==> src/rtl/sgd_mem_rd_sched.sv <==
// rtl/sgd_mem_rd_sched.sv - two-requester read-command chunker/arbiter with issue-order tag FIFO
//
// Splits one pending read request per requester (A = dataset, B = labels/model)
// into chunks that never cross a CHUNK_BYTES boundary. Chunks from the two
// requesters are interleaved round-robin onto the shared memory command port.
// Every issued chunk pushes the requester's tag into a FWFT tag FIFO, which the
// read-data demux consumes to route returning data in issue order.
//
// Ports:
//   clk, rst_n                         clock, asynchronous active-low reset
//   s_cmd_{a,b}_valid/ready            request handshake per requester
//   s_cmd_{a,b}_address/length         64-bit byte address, 32-bit byte length
//   m_cmd_valid/ready                  chunk command handshake to memory
//   m_cmd_address/length               chunk address / length
//   m_tag_valid/ready, m_tag_data      tag FIFO head (first-word-fall-through)
//   chunks_a, chunks_b                 issued-chunk counters (wrap mod 2^32)
//   busy                               any pending work, slot or tag outstanding

module sgd_mem_rd_sched #(
  parameter int unsigned CHUNK_BYTES    = 4096,
  parameter int unsigned TAG_FIFO_DEPTH = 16
) (
  input  logic        clk,
  input  logic        rst_n,
  input  logic        s_cmd_a_valid,
  output logic        s_cmd_a_ready,
  input  logic [63:0] s_cmd_a_address,
  input  logic [31:0] s_cmd_a_length,
  input  logic        s_cmd_b_valid,
  output logic        s_cmd_b_ready,
  input  logic [63:0] s_cmd_b_address,
  input  logic [31:0] s_cmd_b_length,
  output logic        m_cmd_valid,
  input  logic        m_cmd_ready,
  output logic [63:0] m_cmd_address,
  output logic [31:0] m_cmd_length,
  output logic        m_tag_valid,
  input  logic        m_tag_ready,
  output logic [7:0]  m_tag_data,
  output logic [31:0] chunks_a,
  output logic [31:0] chunks_b,
  output logic        busy
);

  localparam int unsigned OFFW = $clog2(CHUNK_BYTES);
  localparam int unsigned PTRW = (TAG_FIFO_DEPTH > 1) ? $clog2(TAG_FIFO_DEPTH) : 1;
  localparam logic [32:0] CHUNK33   = 33'(CHUNK_BYTES);
  localparam logic [PTRW:0] DEPTH_CNT = (PTRW + 1)'(TAG_FIFO_DEPTH);
  localparam logic [7:0] MEM_RD_A_TAG = 8'h0a;
  localparam logic [7:0] MEM_RD_B_TAG = 8'h0b;
  localparam logic LG_A = 1'b0;
  localparam logic LG_B = 1'b1;

  // Bytes up to the next chunk boundary, capped by what is left of the request.
  // Room is at most CHUNK_BYTES, so 33 bits covers both operands without overflow.
  function automatic logic [32:0] chunk_len(input logic [63:0] addr, input logic [31:0] rem);
    logic [32:0] room;
    room = CHUNK33 - {{(33 - OFFW){1'b0}}, addr[OFFW-1:0]};
    return ({1'b0, rem} < room) ? {1'b0, rem} : room;
  endfunction

  logic            pend_a_q, pend_a_d, pend_b_q, pend_b_d;
  logic [63:0]     addr_a_q, addr_a_d, addr_b_q, addr_b_d;
  logic [31:0]     rem_a_q, rem_a_d, rem_b_q, rem_b_d;
  logic            last_grant_q, last_grant_d;
  logic            cmd_valid_q, cmd_valid_d;
  logic [63:0]     cmd_addr_q, cmd_addr_d;
  logic [31:0]     cmd_len_q, cmd_len_d;
  logic [31:0]     chunks_a_q, chunks_a_d, chunks_b_q, chunks_b_d;
  logic [PTRW-1:0] wr_ptr_q, wr_ptr_d, rd_ptr_q, rd_ptr_d;
  logic [PTRW:0]   count_q, count_d;
  logic [7:0]      tag_mem_q [TAG_FIFO_DEPTH];

  logic        tag_full, tag_empty, slot_load, grant_a, grant_b;
  logic        push, pop;
  logic [7:0]  push_tag;
  logic [32:0] clen_a, clen_b;

  assign tag_full  = (count_q == DEPTH_CNT);
  assign tag_empty = (count_q == '0);
  assign pop       = !tag_empty && m_tag_ready;
  assign slot_load = (!cmd_valid_q || m_cmd_ready) && !tag_full;
  assign clen_a    = chunk_len(addr_a_q, rem_a_q);
  assign clen_b    = chunk_len(addr_b_q, rem_b_q);

  // Round-robin: on a tie, the port that did not win last time goes next.
  assign grant_a = slot_load && pend_a_q && (!pend_b_q || last_grant_q == LG_B);
  assign grant_b = slot_load && pend_b_q && !grant_a;

  always_comb begin
    pend_a_d     = pend_a_q;
    addr_a_d     = addr_a_q;
    rem_a_d      = rem_a_q;
    pend_b_d     = pend_b_q;
    addr_b_d     = addr_b_q;
    rem_b_d      = rem_b_q;
    last_grant_d = last_grant_q;
    cmd_valid_d  = cmd_valid_q;
    cmd_addr_d   = cmd_addr_q;
    cmd_len_d    = cmd_len_q;
    chunks_a_d   = chunks_a_q;
    chunks_b_d   = chunks_b_q;
    push         = 1'b0;
    push_tag     = 8'h00;

    // Acceptance only happens while the port is idle, so it never collides
    // with a grant to the same port. Zero-length requests leave pend_v clear.
    if (s_cmd_a_valid && !pend_a_q) begin
      addr_a_d = s_cmd_a_address;
      rem_a_d  = s_cmd_a_length;
      pend_a_d = (s_cmd_a_length != 32'd0);
    end
    if (s_cmd_b_valid && !pend_b_q) begin
      addr_b_d = s_cmd_b_address;
      rem_b_d  = s_cmd_b_length;
      pend_b_d = (s_cmd_b_length != 32'd0);
    end

    if (grant_a) begin
      cmd_valid_d  = 1'b1;
      cmd_addr_d   = addr_a_q;
      cmd_len_d    = clen_a[31:0];
      push         = 1'b1;
      push_tag     = MEM_RD_A_TAG;
      addr_a_d     = addr_a_q + 64'(clen_a);
      rem_a_d      = rem_a_q - clen_a[31:0];
      pend_a_d     = (rem_a_q != clen_a[31:0]);
      chunks_a_d   = chunks_a_q + 32'd1;
      last_grant_d = LG_A;
    end else if (grant_b) begin
      cmd_valid_d  = 1'b1;
      cmd_addr_d   = addr_b_q;
      cmd_len_d    = clen_b[31:0];
      push         = 1'b1;
      push_tag     = MEM_RD_B_TAG;
      addr_b_d     = addr_b_q + 64'(clen_b);
      rem_b_d      = rem_b_q - clen_b[31:0];
      pend_b_d     = (rem_b_q != clen_b[31:0]);
      chunks_b_d   = chunks_b_q + 32'd1;
      last_grant_d = LG_B;
    end else if (m_cmd_ready) begin
      // Covers both "nothing to issue" and "tag FIFO full": a consumed slot
      // must not be presented twice.
      cmd_valid_d = 1'b0;
    end

    wr_ptr_d = push ? wr_ptr_q + 1'b1 : wr_ptr_q;
    rd_ptr_d = pop  ? rd_ptr_q + 1'b1 : rd_ptr_q;
    count_d  = count_q;
    if (push && !pop) count_d = count_q + 1'b1;
    else if (pop && !push) count_d = count_q - 1'b1;
  end

  always_ff @(posedge clk or negedge rst_n) begin
    if (!rst_n) begin
      pend_a_q     <= 1'b0;
      addr_a_q     <= '0;
      rem_a_q      <= '0;
      pend_b_q     <= 1'b0;
      addr_b_q     <= '0;
      rem_b_q      <= '0;
      last_grant_q <= LG_B;
      cmd_valid_q  <= 1'b0;
      cmd_addr_q   <= '0;
      cmd_len_q    <= '0;
      chunks_a_q   <= '0;
      chunks_b_q   <= '0;
      wr_ptr_q     <= '0;
      rd_ptr_q     <= '0;
      count_q      <= '0;
    end else begin
      pend_a_q     <= pend_a_d;
      addr_a_q     <= addr_a_d;
      rem_a_q      <= rem_a_d;
      pend_b_q     <= pend_b_d;
      addr_b_q     <= addr_b_d;
      rem_b_q      <= rem_b_d;
      last_grant_q <= last_grant_d;
      cmd_valid_q  <= cmd_valid_d;
      cmd_addr_q   <= cmd_addr_d;
      cmd_len_q    <= cmd_len_d;
      chunks_a_q   <= chunks_a_d;
      chunks_b_q   <= chunks_b_d;
      wr_ptr_q     <= wr_ptr_d;
      rd_ptr_q     <= rd_ptr_d;
      count_q      <= count_d;
    end
  end

  // Storage needs no reset: the head is masked to zero while the FIFO is empty.
  always_ff @(posedge clk) begin
    if (push) tag_mem_q[wr_ptr_q] <= push_tag;
  end

  assign s_cmd_a_ready = !pend_a_q;
  assign s_cmd_b_ready = !pend_b_q;
  assign m_cmd_valid   = cmd_valid_q;
  assign m_cmd_address = cmd_addr_q;
  assign m_cmd_length  = cmd_len_q;
  assign m_tag_valid   = !tag_empty;
  assign m_tag_data    = tag_empty ? 8'h00 : tag_mem_q[rd_ptr_q];
  assign chunks_a      = chunks_a_q;
  assign chunks_b      = chunks_b_q;
  assign busy          = pend_a_q || pend_b_q || cmd_valid_q || !tag_empty;

endmodule
==> config.mk <==
export PLATFORM = sky130hd
export DESIGN_NAME = sgd_mem_rd_sched
export DESIGN_NICKNAME = d
export VERILOG_FILES = /design/src/rtl/sgd_mem_rd_sched.sv
export SDC_FILE = /design/constraint.sdc
export NUM_CORES = 1
export LEC_CHECK = 0
export CAP_MARGIN = 25
export CELL_PAD_IN_SITES_DETAIL_PLACEMENT = 0
export CELL_PAD_IN_SITES_GLOBAL_PLACEMENT = 1
export CORE_MARGIN = 5
export CORE_UTILIZATION = 42
export DETAILED_ROUTE_END_ITERATION = 10
export PLACE_DENSITY_LB_ADDON = 0.1
export SLEW_MARGIN = 20
export SYNTH_ARGS = -nofsm -noshare
export SYNTH_HDL_FRONTEND = slang
export SYNTH_SLANG_ARGS = --single-unit
==> constraint.sdc <==
create_clock -name clk -period 6.15 [get_ports clk]
set_clock_uncertainty 0.05 [all_clocks]
set_input_delay 1.23 -clock clk [delete_from_list [all_inputs] [get_ports clk]]
set_output_delay 1.23 -clock clk [all_outputs]
set_load 0.05 [all_outputs]
After elaboration in Yosys (flattened, before gate mapping)
Memories as Yosys holds them, arrays and structs flattened.
Cells that the tools add are included.
{"block": "totals", "inputBits": 198, "mem_bits_rw": 64, "ff_bits": 369, "out_inout_bits": 173, "word_cells": 100, "n_memories": 1}
{"name": "tag_mem_q", "depth": 16, "word_bits": 4, "read_ports": 1, "rd_ports_with_merged_regs": 0, "write_ports": 1, "line": "72", "source": "logic [7:0] tag_mem_q [TAG_FIFO_DEPTH];"}
{"block": "classes", "n_eq_ne": 3, "n_reduce_logical": 31, "n_bitwise": 1, "mux": 35, "magnitude_cmp": 2, "add_sub_neg": 12}
{"operator": "64-bit two-way mux", "n": 7}
{"operator": "32-bit two-way mux", "n": 7}
{"operator": "64-bit by 33-bit adder with 64-bit output", "n": 2}
{"operator": "32-bit by 33-bit < comparator with 1-bit output", "n": 2}
{"operator": "33-bit two-way mux", "n": 2}
{"operator": "32-bit by 1-bit adder with 32-bit output (second input constant)", "n": 2}
{"operator": "32-bit inequality test", "n": 2}
{"operator": "32-bit nonzero test", "n": 2}
{"operator": "32-bit subtractor", "n": 2}
{"operator": "13-bit by 12-bit subtractor with 14-bit output (first input constant)", "n": 2}
{"operator": "1-bit two-way mux", "n": 14}
{"operator": "1-bit logical AND", "n": 10}
{"operator": "5-bit two-way mux", "n": 2}
{"operator": "4-bit by 1-bit adder with 4-bit output (second input constant)", "n": 2}
{"operator": "1-bit logical NOT", "n": 8}
{"operator": "4-bit two-way mux", "n": 2}
{"operator": "8-bit two-way mux", "n": 1}
{"operator": "2-bit nonzero test", "n": 3}
{"operator": "5-bit by 1-bit adder with 5-bit output (second input constant)", "n": 1}
{"operator": "5-bit == test (second input constant)", "n": 1}
{"operator": "5-bit logical NOT", "n": 1}
{"operator": "1-bit logical OR", "n": 5}
{"operator": "5-bit by 1-bit subtractor with 5-bit output (second input constant)", "n": 1}
{"operator": "3-bit nonzero test", "n": 1}
{"operator": "2 further kinds", "n": 2}

Depth between registers and ports, before layout
{"block": "logic_depth", "ltp_word": 13, "mapped_depth": 29, "depth_no_buf": 27}

Worst setup path after synthesis
Ideal clock, no wire load.
{"block": "synth_path", "path_type": "register -> register", "startpoint": "register addr_b_q[2]", "endpoint": "register addr_b_q[47]", "setup_slack_ns": 0.598, "n_path_buf": 2, "arrival_time_ns": 5.371, "path_stages_with_launch": 26, "required_ns": 5.969, "path_cell_list": "dfrtp_1 clkbuf_1 nor4_1 nand2_1 or2_2 nor4_1 xnor2_1 inv_1 ha_1 nor2b_1 o21ai_0 nand4_1 a21oi_2 buf_4 mux2i_1 inv_1 ha_1 a211oi_1 o211ai_2 a311oi_2 o211a_1 nor3_2 o211a_1 nor2_1 nor4b_1 or3_1"}
{"block": "synth_via", "elab_chain_len": 6}
{"element": "from (decl)", "line": "63", "source": "logic [63:0] addr_a_q, addr_a_d, addr_b_q, addr_b_d;"}
{"element": "from (signal assigned)", "line": "176", "source": "addr_b_q <= addr_b_d;"}
{"element": "13-bit by 12-bit subtractor with 14-bit output", "line": "58", "source": "room = CHUNK33 - {{(33 - OFFW){1'b0}}, addr[OFFW-1:0]};"}
{"element": "32-bit by 33-bit < comparator with 1-bit output", "line": "59", "source": "return ({1'b0, rem} < room) ? {1'b0, rem} : room;"}
{"element": "33-bit two-way mux", "line": "59"}
{"element": "64-bit by 33-bit adder with 64-bit output *", "line": "136", "source": "addr_b_d = addr_b_q + 64'(clen_b);"}
{"element": "64-bit two-way mux *", "line": "130", "source": "end else if (grant_b) begin"}
{"element": "64-bit two-way mux *", "line": "119", "source": "if (grant_a) begin"}
{"element": "net addr_b_d[47]", "line": "63"}
The timed path passes the listed nets; every way through them passes the cells marked *.
A chain may end at the register's enable or synchronous reset.

Worst setup path in the final report
{"block": "layout_path", "startpoint": "register addr_b_q[5]", "endpoint": "register addr_b_q[60]"}
The elaborated chain is that of the path after synthesis.

==> reports/qor.yml <==
power:
  internal_power_mw: 9.13
  sequentialPowerShare: 0.257
  totalPowerFinal_mw: 17.1
  ir_drop_mv: 0.612
  powerDensity_nw_per_um2: 540
  clockPowerShare: 0.173
  p_leak_nw: 13.6
  p_sw_mw: 7.98
  comb_power_share: 0.570
  swShare: 0.466
logic_synthesis:
  yosys-mux-area-fraction: 0.0283
  synth_xor_area_frac: 0.0590
  synth_cell_types: 100
  synth_area_sq_um: 24900
  synth_top_family_by_area: "simple AND/OR/NAND/NOR gates"
  synth_compound_area_frac: 0.193
  synth.top_cell.area_share: 0.369
  synth_edf_count: 32
  synthAdderAreaFrac: 0.0677
  synth_most_common_cell: "dfrtp_1"
  yosys-top-cells-area: "dfrtp_1, ha_1, nand2_1"
  synth_simple_gate_area_frac: 0.197
  synth_area_leader_cell: "dfrtp_1"
  synthFlopType: "dfrtp_1"
  syn_inst: 2755
  syn_area_per_cell_sq_um: 9.05
  synth-seq-cells: 401
  synth.yosys.seq_area_share: 0.409
  netlist_top_cells_count: "dfrtp_1, nand2_1, nor2_1"
  async_flop_share: 0.920
  synth_warnings: 0
detailed_routing:
  drt_iter0_drc: 1825
  dr.pass1.iters: 7
  via_count: 23000
  ant_nets: 0
  drc: 0
  wl_per_cell_um: 21.6
  avgViaCountPerCell: 5.78
  routed_wl_um: 86000
placement:
  io_buffers: 365
  dp_hpwl_um: 64400
  place_area_sq_um: 29900
  pre_cts_ws_ps: -42.8
  gp_congestion: 0.907
floorplanning:
  die_area_sq_um: 64400
  pin_count: 371
  rows: 89
  coreArea_sq_um: 58900
  die_w_um: 254
  initial_core_util: 0.423
  die_h_um: 254
run:
  maxCapViolations: 0
sta:
  setup_ws_ps: 270
  maxSlewViolCount: 0
  tightest_slew_ps: 963
  timing.final.hold_violations: 0
  finalCritPeriodShare: 0.956
  setup_viol: 0
  tns_ps: 0
  max-slew-margin-rel: 0.357
  post-route-min-period_ps: 5880
  timing.fmax_ghz: 0.170
run_status:
  status: "complete, no violations"
clocking:
  cts_tree: "yes"
  clk_latency_ps: 600
  cts_buffers: 48
  cts.clk_slew.worst_paths_ps: 60
  ctsRootBufferMaster: "clkbuf_16"
  cts_max_level: 2
  clock_sinks: 401
  clockBufferDepth: 3
worst_setup_path:
  cp.required_ps: 6620
  ff2ff_path_depth: 25
  worstPathMaxFanout: 9
  end_kind: "flop"
  critPathLaunch: "addr_b_q[5]"
  reg2reg_from: "addr_b_q[5]"
  worstPathArrival_ps: 6350
  crit_type: "flop to flop"
  r2r-end: "addr_b_q[60]"
  regToRegSetupSlack_ps: 270
  start_kind: "flop"
layout:
  drive_gt1_frac: 0.0838
  nNetsFinal: 3489
  n_fill_cell: 5420
  seq_area_sq_um: 10200
  multi_input_area_sq_um: 14000
  postLayoutCoreUtil: 0.538
  syn2layout_area_growth_pct: 27.1
  postLayoutCellArea_sq_um: 31700
worst_hold_path:
  holdPathEnd: "last_grant_q"
  hold_depth: 2
  worstHoldStart: "last_grant_q"
  hold_class: "flop to flop"
global_routing:
  grt_pass1_wl_um: 131000
  grtUsageTotal: 0.257
  grt_max_degree: 154
  antenna_found_initial: 5
  overflow: 0
  grt_pass1_vias: 22400
==> cell type report <==
type | instances | area share
antenna | 2 | 0.000158
clock buffer | 62 | 0.0411
clock inverter | 27 | 0.0102
inverter | 159 | 0.0189
multi-input combinational | 2105 | 0.441
sequential | 401 | 0.322
tap | 773 | 0.0305
timing repair buffer | 444 | 0.136
==> through the flow <==
stage	std cells	hold WS (ps)
floorplan	2797	397
global route	3973	439
global placement	3880	405
detailed placement	3881	411
CTS	3970	419
finish	3973	418
==> cells by family after synthesis <==
| logic type | Yosys count |
|---|---|
| fa+ha+maj | 132 |
| other cells | 1 |
| compound gates | 689 |
| mux | 54 |
| flops | 401 |
| xor+xnor | 168 |
| buf+inv | 291 |
| simple gates | 1019 |
==> timing repair <==
item / CTS / global route
gates resized for setup: 1 / 37
hold buffers: 0 / 0
pin swaps: 0 / 6
setup endpoints to repair: 9 / 103
buffers inserted: 0 / 1
==> registers in the layout, summed over array words and instances, names as in the netlist <==
register / count
addr_a_q: 64
addr_b_q: 64
chunks_a: 32
chunks_b: 32
count_q: 5
last_grant_q: 1
m_cmd_address: 64
m_cmd_length: 32
m_cmd_valid: 1
pend_a_q: 1
pend_b_q: 1
rd_ptr_q: 4
rem_a_q: 32
rem_b_q: 32
tag_mem_q: 32
wr_ptr_q: 4
==> power groups by stage <==
stage / Sequential, mW / Clock, mW / Combinational [mW]
floorplan: 4.99 / 0 / 5.93
CTS: 4.39 / 3.03 / 9.52
global placement: 4.41 / 0 / 9.38
global route: 4.50 / 3.13 / 10.7
detailed placement: 4.42 / 0 / 9.47
finish: 4.40 / 2.96 / 9.74
==> worst max-delay path: stages (launching register included) <==
cell and delay, ps:
dfrtp_1 380, nor4_2 370, nand2_1 140, or2_2 320, nor4_2 200, xnor2_1 200
inv_1 70, ha_1 290, nor2b_1 130, o21ai_0 140, nand4_1 160, a21oi_4 250
mux2i_1 270, ha_1 230, inv_1 70, fa_1 410, nor2b_1 180, o31ai_1 150
a41oi_2 200, a221o_1 230, nand3_1 130, a32o_1 270, buf_4 180, or3_4 390
or3_1 320, nand3_1 80
==> metal layers <==
metal / wire length (um) / global-route usage / vias up
met5: 33 / 0 / -
met4: 2360 / 0.0739 / 4
met3: 5440 / 0.0417 / 118
met2: 39100 / 0.402 / 717
met1: 39100 / 0.372 / 11300
li1: - / - / 10800
==> cell usage in the layout (no fill, tap or decap), types with 10 or more instances in the layout <==
master           count
a211oi_1            30
a21o_1              51
a21oi_1            133
a222oi_1            59
a22oi_1             27
a31oi_1             82
and2_1              42
and3_1              44
buf_4               73
clkbuf_16           48
clkdlybuf4s50_1    364
conb_1              43
dfrtp_1            368
edfxtp_1            32
ha_1               125
inv_1              157
mux2i_1             27
mux4_2              10
nand2_1            346
nand2b_1            23
nand3_1             90
nand4_1             52
nor2_1             222
nor2b_1             17
nor3_1              53
nor4_1              34
o211ai_1            34
o21a_1              17
o21ai_0             97
o21ai_1             11
o21bai_1            11
o22ai_1             15
o31ai_1             13
or2_2               11
or3_1               24
xnor2_1            115
xor2_1              52
==> worst max path at each step <==
stage                              end  slack (ps)  cells after the start
after global routing      addr_b_q[63]         -10                     25
after CTS                 addr_a_q[49]          20                     26
after detailed placement  addr_b_q[63]         -40                     25
after global placement    addr_b_q[61]         140                     25
final                     addr_b_q[60]         270                     25
after floorplan           addr_b_q[47]         600                     25
Note: power is estimated with default switching activity, not from simulation.
